--- src/rtl/hazard_unit_param_if.sv ---
// Pipeline hazard bus: stage register addresses and write-valids in,
// stall/flush/forward controls and the stall-cycle counter out.
interface hazard_unit_param_if #(
    parameter int REG_AW = 5
);
    logic [REG_AW-1:0] id_rs1;
    logic [REG_AW-1:0] id_rs2;
    logic [REG_AW-1:0] ex_rs1;
    logic [REG_AW-1:0] ex_rs2;
    logic [REG_AW-1:0] id_ex_rd;
    logic [REG_AW-1:0] ex_mem_rd;
    logic [REG_AW-1:0] mem_wb_rd;
    logic              id_ex_reg_write;
    logic              ex_mem_reg_write;
    logic              mem_wb_reg_write;
    logic              id_ex_mem_read;
    logic              branch_taken;
    logic              mdu_start;
    logic              mdu_done;
    logic              stall;
    logic              flush_if_id;
    logic              flush_id_ex;
    logic [1:0]        fwd_a;
    logic [1:0]        fwd_b;
    logic [31:0]       stall_cnt;

    modport master (
        output id_rs1, id_rs2, ex_rs1, ex_rs2, id_ex_rd, ex_mem_rd, mem_wb_rd,
               id_ex_reg_write, ex_mem_reg_write, mem_wb_reg_write,
               id_ex_mem_read, branch_taken, mdu_start, mdu_done,
        input  stall, flush_if_id, flush_id_ex, fwd_a, fwd_b, stall_cnt
    );

    modport slave (
        input  id_rs1, id_rs2, ex_rs1, ex_rs2, id_ex_rd, ex_mem_rd, mem_wb_rd,
               id_ex_reg_write, ex_mem_reg_write, mem_wb_reg_write,
               id_ex_mem_read, branch_taken, mdu_start, mdu_done,
        output stall, flush_if_id, flush_id_ex, fwd_a, fwd_b, stall_cnt
    );
endinterface

--- src/rtl/hazard_unit_param.sv ---
// Pipeline hazard unit: operand forwarding, load-use / RAW stalls,
// multicycle MDU stall and multi-cycle branch flush, plus a stall counter.
module hazard_unit_param #(
    parameter int REG_AW       = 5,
    parameter int LOAD_LAT     = 1,
    parameter int FLUSH_CYCLES = 1,
    parameter int FWD_EN       = 1
) (
    input logic               clk,
    input logic               rst,
    hazard_unit_param_if.slave hz
);
    typedef enum logic [1:0] {IDLE, LDSTALL, MDU, FLUSH} state_e;

    localparam logic [1:0] LD_RELOAD = (LOAD_LAT > 1) ? 2'(LOAD_LAT - 2) : 2'd0;
    localparam logic [1:0] FL_RELOAD = (FLUSH_CYCLES > 1) ? 2'(FLUSH_CYCLES - 2) : 2'd0;
    localparam state_e     BR_STATE  = (FLUSH_CYCLES > 1) ? FLUSH : IDLE;
    localparam state_e     LD_STATE  = (LOAD_LAT > 1) ? LDSTALL : IDLE;

    state_e      state_q, state_d;
    logic [1:0]  cnt_q, cnt_d;
    logic [31:0] stall_cnt_q, stall_cnt_d;
    logic        stall_c, flush_if_id_c, flush_id_ex_c;
    logic [1:0]  fwd_a_c, fwd_b_c;
    logic        lu, raw;

    // Register x0 is hard-wired zero, so it never creates a dependency.
    function automatic logic hit(input logic [REG_AW-1:0] rd, input logic we,
                                 input logic [REG_AW-1:0] rs);
        return we && (rd == rs) && (rd != '0);
    endfunction

    always_comb begin
        fwd_a_c = '0;
        fwd_b_c = '0;
        if (FWD_EN != 0) begin
            if (hit(hz.ex_mem_rd, hz.ex_mem_reg_write, hz.ex_rs1))      fwd_a_c = 2'b10;
            else if (hit(hz.mem_wb_rd, hz.mem_wb_reg_write, hz.ex_rs1)) fwd_a_c = 2'b01;
            if (hit(hz.ex_mem_rd, hz.ex_mem_reg_write, hz.ex_rs2))      fwd_b_c = 2'b10;
            else if (hit(hz.mem_wb_rd, hz.mem_wb_reg_write, hz.ex_rs2)) fwd_b_c = 2'b01;
        end
    end

    always_comb begin
        lu  = hz.id_ex_mem_read &&
              (hit(hz.id_ex_rd, hz.id_ex_reg_write, hz.id_rs1) ||
               hit(hz.id_ex_rd, hz.id_ex_reg_write, hz.id_rs2));
        raw = (FWD_EN == 0) &&
              (hit(hz.id_ex_rd,  hz.id_ex_reg_write,  hz.id_rs1) ||
               hit(hz.id_ex_rd,  hz.id_ex_reg_write,  hz.id_rs2) ||
               hit(hz.ex_mem_rd, hz.ex_mem_reg_write, hz.id_rs1) ||
               hit(hz.ex_mem_rd, hz.ex_mem_reg_write, hz.id_rs2) ||
               hit(hz.mem_wb_rd, hz.mem_wb_reg_write, hz.id_rs1) ||
               hit(hz.mem_wb_rd, hz.mem_wb_reg_write, hz.id_rs2));
    end

    // Controls are Mealy: a taken branch or new hazard acts in the same cycle.
    always_comb begin
        state_d       = state_q;
        cnt_d         = cnt_q;
        stall_c       = 1'b0;
        flush_if_id_c = 1'b0;
        flush_id_ex_c = 1'b0;
        unique case (state_q)
            IDLE, LDSTALL, FLUSH: begin
                if (hz.branch_taken) begin
                    flush_if_id_c = 1'b1;
                    flush_id_ex_c = 1'b1;
                    state_d       = BR_STATE;
                    cnt_d         = FL_RELOAD;
                end else if (state_q == FLUSH) begin
                    flush_if_id_c = 1'b1;
                    flush_id_ex_c = 1'b1;
                    if (cnt_q == '0) state_d = IDLE;
                    else             cnt_d   = cnt_q - 2'd1;
                end else if (state_q == LDSTALL) begin
                    stall_c       = 1'b1;
                    flush_id_ex_c = 1'b1;
                    if (cnt_q == '0) state_d = IDLE;
                    else             cnt_d   = cnt_q - 2'd1;
                end else if (hz.mdu_start) begin
                    if (!hz.mdu_done) begin
                        stall_c = 1'b1;
                        state_d = MDU;
                    end
                end else if (lu) begin
                    stall_c       = 1'b1;
                    flush_id_ex_c = 1'b1;
                    state_d       = LD_STATE;
                    cnt_d         = LD_RELOAD;
                end else if (raw) begin
                    stall_c       = 1'b1;
                    flush_id_ex_c = 1'b1;
                end
            end
            MDU: begin
                stall_c = !hz.mdu_done;
                if (hz.mdu_done) state_d = IDLE;
            end
            default: state_d = IDLE;
        endcase
        if (rst) begin
            stall_c       = 1'b0;
            flush_if_id_c = 1'b0;
            flush_id_ex_c = 1'b0;
        end
    end

    always_comb begin
        stall_cnt_d = stall_cnt_q;
        if (stall_c && (stall_cnt_q != '1)) stall_cnt_d = stall_cnt_q + 32'd1;
    end

    always_ff @(posedge clk) begin
        if (rst) begin
            state_q     <= IDLE;
            cnt_q       <= '0;
            stall_cnt_q <= '0;
        end else begin
            state_q     <= state_d;
            cnt_q       <= cnt_d;
            stall_cnt_q <= stall_cnt_d;
        end
    end

    assign hz.stall       = stall_c;
    assign hz.flush_if_id = flush_if_id_c;
    assign hz.flush_id_ex = flush_id_ex_c;
    assign hz.fwd_a       = fwd_a_c;
    assign hz.fwd_b       = fwd_b_c;
    assign hz.stall_cnt   = stall_cnt_q;
endmodule
--- src/flat_wrapper.sv ---
// flat-port wrapper written by rule: the top's interface ports become plain ports
module hazard_unit_param_flat 
#(
    parameter int REG_AW       = 5,
    parameter int LOAD_LAT     = 1,
    parameter int FLUSH_CYCLES = 1,
    parameter int FWD_EN       = 1
)
  (clk, rst, hz_id_rs1, hz_id_rs2, hz_ex_rs1, hz_ex_rs2, hz_id_ex_rd, hz_ex_mem_rd, hz_mem_wb_rd, hz_id_ex_reg_write, hz_ex_mem_reg_write, hz_mem_wb_reg_write, hz_id_ex_mem_read, hz_branch_taken, hz_mdu_start, hz_mdu_done, hz_stall, hz_flush_if_id, hz_flush_id_ex, hz_fwd_a, hz_fwd_b, hz_stall_cnt);
  hazard_unit_param_if #(.REG_AW(REG_AW)) hz_i ();
  input logic clk;
  input logic rst;
  input wire logic [$bits(hz_i.id_rs1)-1:0] hz_id_rs1;
  input wire logic [$bits(hz_i.id_rs2)-1:0] hz_id_rs2;
  input wire logic [$bits(hz_i.ex_rs1)-1:0] hz_ex_rs1;
  input wire logic [$bits(hz_i.ex_rs2)-1:0] hz_ex_rs2;
  input wire logic [$bits(hz_i.id_ex_rd)-1:0] hz_id_ex_rd;
  input wire logic [$bits(hz_i.ex_mem_rd)-1:0] hz_ex_mem_rd;
  input wire logic [$bits(hz_i.mem_wb_rd)-1:0] hz_mem_wb_rd;
  input wire logic [$bits(hz_i.id_ex_reg_write)-1:0] hz_id_ex_reg_write;
  input wire logic [$bits(hz_i.ex_mem_reg_write)-1:0] hz_ex_mem_reg_write;
  input wire logic [$bits(hz_i.mem_wb_reg_write)-1:0] hz_mem_wb_reg_write;
  input wire logic [$bits(hz_i.id_ex_mem_read)-1:0] hz_id_ex_mem_read;
  input wire logic [$bits(hz_i.branch_taken)-1:0] hz_branch_taken;
  input wire logic [$bits(hz_i.mdu_start)-1:0] hz_mdu_start;
  input wire logic [$bits(hz_i.mdu_done)-1:0] hz_mdu_done;
  output wire logic [$bits(hz_i.stall)-1:0] hz_stall;
  output wire logic [$bits(hz_i.flush_if_id)-1:0] hz_flush_if_id;
  output wire logic [$bits(hz_i.flush_id_ex)-1:0] hz_flush_id_ex;
  output wire logic [$bits(hz_i.fwd_a)-1:0] hz_fwd_a;
  output wire logic [$bits(hz_i.fwd_b)-1:0] hz_fwd_b;
  output wire logic [$bits(hz_i.stall_cnt)-1:0] hz_stall_cnt;
  assign hz_i.id_rs1 = hz_id_rs1;
  assign hz_i.id_rs2 = hz_id_rs2;
  assign hz_i.ex_rs1 = hz_ex_rs1;
  assign hz_i.ex_rs2 = hz_ex_rs2;
  assign hz_i.id_ex_rd = hz_id_ex_rd;
  assign hz_i.ex_mem_rd = hz_ex_mem_rd;
  assign hz_i.mem_wb_rd = hz_mem_wb_rd;
  assign hz_i.id_ex_reg_write = hz_id_ex_reg_write;
  assign hz_i.ex_mem_reg_write = hz_ex_mem_reg_write;
  assign hz_i.mem_wb_reg_write = hz_mem_wb_reg_write;
  assign hz_i.id_ex_mem_read = hz_id_ex_mem_read;
  assign hz_i.branch_taken = hz_branch_taken;
  assign hz_i.mdu_start = hz_mdu_start;
  assign hz_i.mdu_done = hz_mdu_done;
  assign hz_stall = hz_i.stall;
  assign hz_flush_if_id = hz_i.flush_if_id;
  assign hz_flush_id_ex = hz_i.flush_id_ex;
  assign hz_fwd_a = hz_i.fwd_a;
  assign hz_fwd_b = hz_i.fwd_b;
  assign hz_stall_cnt = hz_i.stall_cnt;
  hazard_unit_param #(.REG_AW(REG_AW), .LOAD_LAT(LOAD_LAT), .FLUSH_CYCLES(FLUSH_CYCLES), .FWD_EN(FWD_EN)) u_core (.clk(clk), .rst(rst), .hz(hz_i));
endmodule
--- config.mk ---
export PLATFORM = sky130hd
export DESIGN_NAME = hazard_unit_param_flat
export DESIGN_NICKNAME = d
export VERILOG_FILES = /design/src/rtl/hazard_unit_param_if.sv /design/src/rtl/hazard_unit_param.sv /design/src/flat_wrapper.sv
export SDC_FILE = /design/constraint.sdc
export NUM_CORES = 1
export LEC_CHECK = 0
export CAP_MARGIN = 20
export CELL_PAD_IN_SITES_DETAIL_PLACEMENT = 0
export CELL_PAD_IN_SITES_GLOBAL_PLACEMENT = 1
export CORE_MARGIN = 1
export CORE_UTILIZATION = 36
export DETAILED_ROUTE_END_ITERATION = 8
export MAX_ROUTING_LAYER = met4
export PLACE_DENSITY_LB_ADDON = 0.1
export SETUP_SLACK_MARGIN = 0.1
export SYNTH_ARGS = -nofsm -noshare
export SYNTH_HDL_FRONTEND = slang
export SYNTH_SLANG_ARGS = --single-unit
--- constraint.sdc ---
create_clock -name clk -period 4.7 [get_ports clk]
set_input_delay 0.94 -clock clk [delete_from_list [all_inputs] [get_ports clk]]
set_output_delay 0.94 -clock clk [all_outputs]
set_load 0.03 [all_outputs]
==> flow_summary.yaml, run 1 <==
place:
  io_buffers: 82
  placed_cell_area_mm2: 0.003372
  post-dp-hpwl_mm: 5.038
  gp_congestion: 0.7798
setup_path:
  critPathRequiredTime_ns: 3.76
  setup.worst_path.end_class: "output pin"
  critical_path_peak_fanout: 3
  rr_startpoint: "u_core.state_q[0]"
  critPathLaunchType: "primary input"
  r2r_end: "u_core.hz.stall_cnt[12]"
  regToRegSetupSlack_ns: 2.01
  crit_path_start: "hz_ex_mem_rd[1]"
  rr_worst_depth: 9
  setup.worst_path.end: "hz_fwd_a[0]"
  crit_type: "primary input to output pin"
  crit_arrival_ns: 3.35
timing:
  maxSlewHeadroom_pct: 55.88
  rsz0062_at_grt: "no"
  setup_viol: 0
  tightest_slew_ns: 0.6618
  setup_tns_ns: 0
  max_freq_mhz: 233.2
  hold_violations: 0
  min_period_ns: 4.288
  drv_slew: 0
  finalCritPeriodShare_pct: 91.23
  fin_worst_skew_ns: 0.004122
yosys:
  async_flop_share_pct: 0
  synth-main-ff-cell: "dfxtp_1"
  synth_seq_cells: 36
  ys_types: 56
  synth_seq_area_share_pct: 28.76
  synthCells: 305
  yosys.area.top_type_share_pct: 28.76
  syn_area_mm2: 0.002506
  avgSynthCellArea_um2: 8.217
  syn_nets: 353
  yosysWarnings: 0
  synthTopCellsByArea: "dfxtp_1 29%, xnor2_1 5.6%, a21oi_1 5.4%"
  synth_area_leader_cell: "dfxtp_1"
  synth_edf_count: 0
clock_tree:
  cts_root_buf: "clkbuf_8"
  clock_path_buffers: 2
  htreeDepth: 2
  cts_setup_buffers: 0
  clk_pin_slew_worst_paths_ns: 0.07
  cts_resized: 0
  clock-sinks: 36
  numCtsBuffers: 5
  worstSkewPairLatency_ns: 0.28
  ctsHoldBuffers: 0
  tritoncts: "done"
drt:
  drc: 0
  dr.pass1.iters: 4
  ant_nets: 0
  drt-initial-drc-count: 89
  vias: 2589
  drt_wl_total_mm: 6.594
  vias_per_cell: 5.568
  wl_per_cell_um: 14.18
die:
  die_h_um: 85.44
  dieArea_mm2: 0.007299
  num_rows: 30
  core_area_mm2: 0.006756
  die_x_um: 85.44
  start_util_pct: 37.09
  ios: 83
global_routing:
  track_usage_pct: 19.14
  grt_start_max_net_pins: 45
  antenna_found_initial: 0
  grt_pass1_wl_mm: 11.01
  grt_pass1_vias: 2433
  grt.overflow.total: 0
final_layout:
  drive_above_1_share_pct: 7.273
  final_area_mm2: 0.003462
  final_util_pct: 51.24
  nets: 432
  num_antenna_cells: 0
  syn_to_final_growth_pct: 38.14
power:
  p_leak_nw: 1.102
  ir_drop_v: 0.00009142
  power_mw: 0.6469
  powerDensity_mw_per_mm2: 186.8
flow_run:
  maxCapViolCount: 0
min_path:
  hp-class: "register to register"
  holdPathStages: 1
run_status:
  status: "finished, final reports clean"
[final cells by class]
cell class                      instances  area, um2
Fill cell                             679       3294
Multi-Input combinational cell        245       1659
Timing Repair Buffer                   87      858.3
Sequential cell                        36      720.7
Tap cell                               80      100.1
Clock buffer                            8      90.09
Inverter                                9      33.78
[power by group]
part	total, mW	switching [mW]	internal [mW]
Sequential	0.307	0.00137	0.306
Combinational	0.113	0.0519	0.0612
Clock	0.226	0.107	0.120
Total	0.647	0.160	0.487
[per-layer routing]
layer | GRT usage, % | vias up | routed length [um]
met1 | 23.59 | 1195 | 3114
met2 | 32.22 | 62 | 3085
met4 | 4.091 | 0 | 60
li1 | - | 1327 | -
met3 | 3.988 | 5 | 333
met5 | - | - | 0
[worst min path at each step]
stage	slack (ns)	endpoint	start
detailed placement	0.47	u_core.cnt_q[1]	u_core.cnt_q[1]
CTS	0.48	u_core.cnt_q[1]	u_core.cnt_q[1]
floorplan	0.44	u_core.cnt_q[1]	u_core.cnt_q[1]
global placement	0.46	u_core.cnt_q[1]	u_core.cnt_q[1]
finish	0.49	u_core.cnt_q[1]	u_core.cnt_q[1]
global route	0.50	u_core.cnt_q[1]	u_core.cnt_q[1]
[cells in the mapped netlist (all sizes together) (2+ instances only)]
master  count
and2        4
dfxtp      36
or4        19
xor2       14
o21a        2
a21oi      28
or3        15
and4        2
mux2        3
o311ai      3
o41ai       3
ha          4
nor2       11
xnor2      16
nor3        9
and3        6
buf         6
clkbuf      8
nor3b       3
o31a        3
nand3      18
nand2      18
nor4        9
a31oi       3
nor2b       3
inv         9
nor4b       2
o31ai      14
o21bai      2
nand4      11
o21ai      11
[stage by stage]
stage | setup slack [ns] | hold slack, ns | instances
6_report | 0.4122 | 0.4854 | 465
5_1_grt | 0.2936 | 0.5043 | 465
4_1_cts | 0.4146 | 0.4809 | 465
3_5_place_dp | 0.4181 | 0.4689 | 457
3_3_place_gp | 0.4518 | 0.4595 | 457
2_1_floorplan | 0.8828 | 0.4433 | 305
[worst max-delay path, cell delays in order]
cell	delay, ns
clkdlybuf4s50_1	0.48
or4_1	0.53
o21ai_0	0.23
nor4_1	0.11
nor4_1	0.33
clkdlybuf4s50_1	0.73
[logic make-up after synthesis]
family                     synth area share (%)
AOI/OAI and AO/OA                         19.87
xor gates and xnor gates                  10.48
buffers and inverters                     5.242
and+or+nand+nor                           31.90
adders and majority gates                 1.997
muxes                                     1.747
DFF                                       28.76
[state kept, by name, indices dropped and copies added, names as in the netlist]
signal	cells
u_core.cnt_q	2
u_core.hz.stall_cnt	32
u_core.state_q	2
[cells in the final DEF, fill, tap and decap left out, types with 8 or more instances in the layout]
cell / netlist / layout
xor2_1: 14 / 14
nor2_1: 11 / 11
nand3_1: 18 / 18
inv_1: 9 / 9
dfxtp_1: 36 / 36
nor4_1: 8 / 8
clkdlybuf4s50_1: 0 / 82
nand4_1: 10 / 10
xnor2_1: 16 / 16
or3_1: 14 / 14
or4_1: 16 / 16
nand2_1: 18 / 18
a21oi_1: 27 / 27
o31ai_1: 14 / 14
o21ai_0: 10 / 10
Power figures use the tool's default switching activity.
==> inputs of run 2 (changes only) <==
--- a/config.mk
+++ b/config.mk
@@ -5,6 +5,7 @@
 export SDC_FILE = /design/constraint.sdc
 export NUM_CORES = 1
 export LEC_CHECK = 0
+export ABC_CLOCK_PERIOD_IN_PS = 4700
 export CAP_MARGIN = 20
 export CELL_PAD_IN_SITES_DETAIL_PLACEMENT = 0
 export CELL_PAD_IN_SITES_GLOBAL_PLACEMENT = 1
==> results of run 2 <==
The final DEF is identical to that of run 1; final timing and power are the same.
==> inputs of run 3 (changes only) <==
--- a/config.mk
+++ b/config.mk
@@ -6,7 +6,6 @@
 export NUM_CORES = 1
 export LEC_CHECK = 0
 export ABC_CLOCK_PERIOD_IN_PS = 4700
-export CAP_MARGIN = 20
 export CELL_PAD_IN_SITES_DETAIL_PLACEMENT = 0
 export CELL_PAD_IN_SITES_GLOBAL_PLACEMENT = 1
 export CORE_MARGIN = 1
==> results of run 3 <==
The final DEF is identical to that of run 1; final timing and power are the same.
